<file path="src/rtl/happy_pkg.sv">
// rtl/happy_pkg.sv - shared types and constants for the HAPPY scroll display
package happy_pkg;

    typedef enum logic [1:0] {
        IDLE = 2'd0,
        RUN  = 2'd1,
        HOLD = 2'd2
    } state_e;

    localparam int STEP_W = 4;
    localparam logic [STEP_W-1:0] DEFAULT_LAST_STEP = 4'd12;

    // Active-low seven-segment patterns {g,f,e,d,c,b,a}
    localparam logic [6:0] GLYPH_H     = 7'b0001001;
    localparam logic [6:0] GLYPH_A     = 7'b0001000;
    localparam logic [6:0] GLYPH_P     = 7'b0001100;
    localparam logic [6:0] GLYPH_Y     = 7'b0010001;
    localparam logic [6:0] GLYPH_BLANK = 7'b1111111;

    function automatic logic [STEP_W-1:0] clamp_step(input logic [STEP_W-1:0] v,
                                                     input logic [STEP_W-1:0] last);
        return (v > last) ? last : v;
    endfunction

endpackage

</file>
<file path="src/rtl/happy_tick_gen.sv">
// rtl/happy_tick_gen.sv - scroll-rate prescaler producing a one-cycle tick
module happy_tick_gen
    import happy_pkg::*;
#(
    parameter int DIV = 25000000
) (
    input  logic CLOCK_50,
    input  logic RESET,
    input  logic en,
    input  logic clr,
    output logic tick
);

    localparam int CW = (DIV > 1) ? $clog2(DIV) : 1;
    localparam logic [CW-1:0] CNT_LAST = CW'(DIV - 1);

    logic [CW-1:0] cnt_q;
    logic [CW-1:0] cnt_d;

    // The tick is the edge on which the count wraps, so it is combinational here
    assign tick = en && !clr && (cnt_q == CNT_LAST);

    always_comb begin
        cnt_d = cnt_q;
        if (!en || clr) begin
            cnt_d = '0;
        end else if (cnt_q == CNT_LAST) begin
            cnt_d = '0;
        end else begin
            cnt_d = cnt_q + 1'b1;
        end
    end

    always_ff @(posedge CLOCK_50 or posedge RESET) begin
        if (RESET) begin
            cnt_q <= '0;
        end else begin
            cnt_q <= cnt_d;
        end
    end

endmodule

</file>
<file path="src/rtl/happy_scroll_ctrl.sv">
// rtl/happy_scroll_ctrl.sv - automatic step sequencer for the HAPPY scroll display
module happy_scroll_ctrl
    import happy_pkg::*;
#(
    parameter int DIV        = 25000000,
    parameter int LAST_STEP  = int'(DEFAULT_LAST_STEP),
    parameter int HOLD_TICKS = 2
) (
    input  logic              CLOCK_50,
    input  logic              RESET,
    input  logic              START,
    input  logic              STOP,
    input  logic              DIR,
    input  logic              BOUNCE,
    input  logic              LOAD,
    input  logic [STEP_W-1:0] LOAD_STEP,
    output logic [STEP_W-1:0] STEP,
    output logic              TICK,
    output logic              SWEEP_DONE,
    output logic              RUNNING
);

    localparam logic [STEP_W-1:0] LAST   = STEP_W'(LAST_STEP);
    localparam logic [3:0]        HOLD_N = 4'(HOLD_TICKS);

    state_e            state_q;
    logic [STEP_W-1:0] step_q;
    logic [3:0]        hold_q;
    logic              cur_dir_q;
    logic              tick_q;
    logic              done_q;
    logic              running_q;

    logic              scroll_tick;
    logic              at_end;

    happy_tick_gen #(
        .DIV(DIV)
    ) u_tick_gen (
        .CLOCK_50(CLOCK_50),
        .RESET   (RESET),
        .en      (state_q != IDLE),
        .clr     (STOP | LOAD),
        .tick    (scroll_tick)
    );

    assign at_end = cur_dir_q ? (step_q == '0) : (step_q == LAST);

    always_ff @(posedge CLOCK_50 or posedge RESET) begin
        if (RESET) begin
            state_q   <= IDLE;
            step_q    <= '0;
            hold_q    <= '0;
            cur_dir_q <= 1'b0;
            tick_q    <= 1'b0;
            done_q    <= 1'b0;
            running_q <= 1'b0;
        end else begin
            tick_q <= 1'b0;
            done_q <= 1'b0;
            if (STOP) begin
                state_q   <= IDLE;
                hold_q    <= '0;
                running_q <= 1'b0;
                if (LOAD) begin
                    step_q <= clamp_step(LOAD_STEP, LAST);
                end
            end else if (LOAD) begin
                step_q <= clamp_step(LOAD_STEP, LAST);
                if (state_q == HOLD) begin
                    state_q <= RUN;
                    hold_q  <= '0;
                end
            end else if (START && (state_q == IDLE)) begin
                state_q   <= RUN;
                cur_dir_q <= DIR;
                running_q <= 1'b1;
            end else if (scroll_tick) begin
                case (state_q)
                    RUN: begin
                        if (at_end) begin
                            state_q <= HOLD;
                            hold_q  <= '0;
                            done_q  <= 1'b1;
                        end else begin
                            step_q <= cur_dir_q ? (step_q - 4'd1) : (step_q + 4'd1);
                            tick_q <= 1'b1;
                        end
                    end
                    HOLD: begin
                        if ((hold_q + 4'd1) == HOLD_N) begin
                            state_q <= RUN;
                            hold_q  <= '0;
                            tick_q  <= 1'b1;
                            if (BOUNCE) begin
                                // Step back off whichever end we are parked on
                                cur_dir_q <= ~cur_dir_q;
                                step_q    <= cur_dir_q ? 4'd1 : (LAST - 4'd1);
                            end else begin
                                cur_dir_q <= DIR;
                                step_q    <= DIR ? LAST : '0;
                            end
                        end else begin
                            hold_q <= hold_q + 4'd1;
                        end
                    end
                    default: begin
                        state_q <= IDLE;
                    end
                endcase
            end
        end
    end

    assign STEP       = step_q;
    assign TICK       = tick_q;
    assign SWEEP_DONE = done_q;
    assign RUNNING    = running_q;

endmodule

</file>
<file path="config.mk">
export PLATFORM = sky130hd
export DESIGN_NAME = happy_scroll_ctrl
export DESIGN_NICKNAME = d
export VERILOG_FILES = /design/src/rtl/happy_pkg.sv /design/src/rtl/happy_tick_gen.sv /design/src/rtl/happy_scroll_ctrl.sv
export SDC_FILE = /design/constraint.sdc
export NUM_CORES = 1
export LEC_CHECK = 0
export BUFFER_PORTS_ARGS = -buffer_cell sky130_fd_sc_hd__buf_2
export CORE_MARGIN = 1.5
export CORE_UTILIZATION = 50
export CTS_CLUSTER_DIAMETER = 40
export DETAILED_ROUTE_END_ITERATION = 10
export GPL_TIMING_DRIVEN = 0
export PLACE_DENSITY = 0.68
export SETUP_SLACK_MARGIN = 0.3
export SLEW_MARGIN = 40
export SYNTH_ARGS = -nofsm -noshare
export SYNTH_HDL_FRONTEND = slang
export SYNTH_SLANG_ARGS = --single-unit
</file>
<file path="constraint.sdc">
create_clock -name CLOCK_50 -period 3.7 [get_ports CLOCK_50]
set_input_delay 0.37 -clock CLOCK_50 [delete_from_list [all_inputs] [get_ports CLOCK_50]]
set_output_delay 0.37 -clock CLOCK_50 [all_outputs]
set_load 0.02 [all_outputs]
</file>
==> metrics.yaml <==
synthesis:
  synth-seq-cells: 39
  synth-async-reset-ratio: 1.00
  synth_compound_area_frac: 0.115
  synth_ff_type: "dfrtp_1"
  synth_cell_types: 52
  synth_area_um2: 2390
  yosys.area_share.simple: 0.276
  synthAdderAreaFrac: 0.0503
  synth.area.mux_share: 0.0225
  ys_warn_count: 0
  synth_edf_count: 0
  synthXorXnorAreaFrac: 0.0917
  syn-instance-count: 263
  synth_top_family_by_area: "simple AND/OR/NAND/NOR gates"
  ys_seq_area_frac: 0.409
  synth_fp_nets: 283
  avgSynthCellArea_um2: 9.08
clock_network:
  clockRootBuffer: "clkbuf_8"
  htreeDepth: 2
  cts_buffers: 5
  cts_resized: 0
  cts_tree: "built"
  worst_skew_pair.late_latency_ns: 0.30
  post-cts-setup-buffers: 0
  ctsHoldBuffers: 0
  path_clk_slew_ns: 0.08
  clockBufferDepth: 2
  numClockSinks: 39
floorplanning:
  ios: 18
  initial_core_util: 0.534
  die_area_um2: 5200
  dieHeight_um: 72.1
  die_w_um: 72.1
  core_um2: 4470
  row_count: 24
power:
  vdd_ir_drop_max_mv: 0.259
  switching_share: 0.325
  intPower_uw: 702
  p_total_uw: 1040
  p_leak_uw: 0.00114
  pwr_density_cell_nw_per_um2: 394
  comb_power_share: 0.237
  power_frac_clock: 0.305
  seqPwrFrac: 0.458
  power_switching_uw: 338
sta:
  rsz0062_at_grt: "no"
  worst_clock_skew_ns: 0.00614
  setup_violations: 0
  tightestPinTransition_ns: 0.485
  period_share: 0.597
  hold_violations: 0
  tns_ns: 0
  maxSlewHeadroom: 0.676
  fin_crit_ns: 2.21
  maxSlewViolCount: 0
  setup_ws_ns: 1.49
  fmax_mhz: 453
finish:
  instances_no_fill: 340
  diodes: 0
  layout_common_cells: "43 x nor2_1, 39 x dfrtp_1, 26 x nand2_1"
  layout_commonest_cell: "nor2_1"
  areaGrowthSynthToFinish_pct: 10.5
  layout.nets: 307
  layout-drive-gt1-share: 0.125
global_route:
  grt_max_degree: 40
  antenna_found_initial: 0
  first_global_vias: 1906
  top_usage_layer: "met2"
  grt_use_met3: 0.0347
  grt_use_met1: 0.312
  grt.total_usage: 0.217
  grt_pass1_wl_mm: 8.77
  overflow: 0
  met2_usage: 0.325
worst_setup_path:
  startpoint_type: "register"
  path_class: "reg2reg"
  startpoint: "state_q[0]$_DFFE_PP0P_"
  r2r-start: "state_q[0]$_DFFE_PP0P_"
  crit_required_ns: 3.94
  crit_arrival_ns: 2.45
  crit_path_max_fanout: 7
  end_kind: "register"
routing:
  dr.pass1.iters: 4
  wl_per_cell_um: 14.6
  avgViaCountPerCell: 5.73
  vias: 1947
  drt_iter0_markers: 188
  drc_errors: 0
  ant_nets: 0
  routed_wl_mm: 4.98
job:
  maxCapViolCount: 0
min_path:
  min_path_type: "in2async"
place:
  place.port_buffers: 17
  dp_hpwl_mm: 3.56
  dp.cells: 332
  place_ws_ns: 1.50
  gp_congestion: 0.935
status:
  status: "finished, final reports clean"
==> power by group through the flow <==
| stage | registers, uW | logic (uW) | clock network [uW] |
|---|---|---|---|
| 6_report | 477 | 247 | 317 |
| 4_1_cts | 477 | 248 | 329 |
| 3_5_place_dp | 485 | 248 | 0 |
| 3_3_place_gp | 484 | 242 | 0 |
| 2_1_floorplan | 491 | 177 | 0 |
| 5_1_grt | 482 | 285 | 337 |
==> through the flow <==
stage	util	instance area [um^2]	hold slack, ns
after floorplan	-	2390	0.474
after global placement	0.567	2540	0.508
after detailed placement	0.568	2540	0.445
after CTS	0.590	2640	0.115
after global routing	0.590	2640	0.142
final	0.590	2640	0.0957
==> worst max-delay path, cell delays in order, from the launching register on <==
cell and delay (ns):
dfrtp_1 0.40, inv_1 0.09, ha_1 0.25, nand2_1 0.20
o22a_1 0.22, o2bb2ai_1 0.22, nor2_1 0.13, a2111oi_0 0.45
a221o_1 0.18
==> state kept, by name, summed over array words and instances, names as in the netlist <==
signal and count:
state_q 2, TICK 1, cur_dir_q 1, u_tick_gen.cnt_q 25, hold_q 4, SWEEP_DONE 1
RUNNING 1, STEP 4
==> routing by layer <==
layer,share of wire,wire [um]
met3,0.035,174
met2,0.45,2230
met5,0,0
met1,0.50,2500
met4,0.016,78
==> path summary, 6_finish.rpt <==
path                       slack, ns                        endpoint  depth (start not counted)
hold reg to reg                 0.54          state_q[0]$_DFFE_PP0P_                          1
min in group CLOCK_50           0.33             STEP[3]$_DFFE_PP0P_                          3
setup / recovery                1.49           hold_q[2]$_DFFE_PP0P_                          8
setup reg to reg                1.49           hold_q[2]$_DFFE_PP0P_                          8
max in group asynchronous       3.27  u_tick_gen.cnt_q[16]$_DFF_PP0_                          2
hold / removal                   0.1   u_tick_gen.cnt_q[2]$_DFF_PP0_                          2
==> final cells by class <==
class | instances | area, um^2
repair buffers | 17 | 85.1
plain buffers | 7 | 28.8
well taps | 52 | 65.1
flip-flops and latches | 39 | 976
multi-input cells | 202 | 1330
clock inverters | 2 | 16.3
fillers | 398 | 1840
inverters | 15 | 58.8
clock buffers | 6 | 82.6
==> Yosys cell counts (3+ instances only) <==
cell,count,share of area
o21ai_0,6,0.013
ha_1,8,0.042
dfrtp_1,39,0.41
mux2_1,3,0.014
nand3_1,16,0.034
xor2_1,13,0.048
inv_1,15,0.024
nand4_1,7,0.018
a21oi_1,9,0.019
nor2_1,43,0.068
and3_1,4,0.010
a31oi_1,4,0.010
nor4b_1,3,0.011
clkbuf_1,4,0.0063
nand2_1,26,0.041
nor3_1,6,0.013
xnor2_1,12,0.044
==> cell families after synthesis <==
family | count (synthesis)
mux | 5
simple gates | 124
compound gates | 39
buf+inv | 22
flops | 39
xor+xnor | 25
fa+ha+maj | 9
No activity file was read; power rests on OpenSTA's default activity.
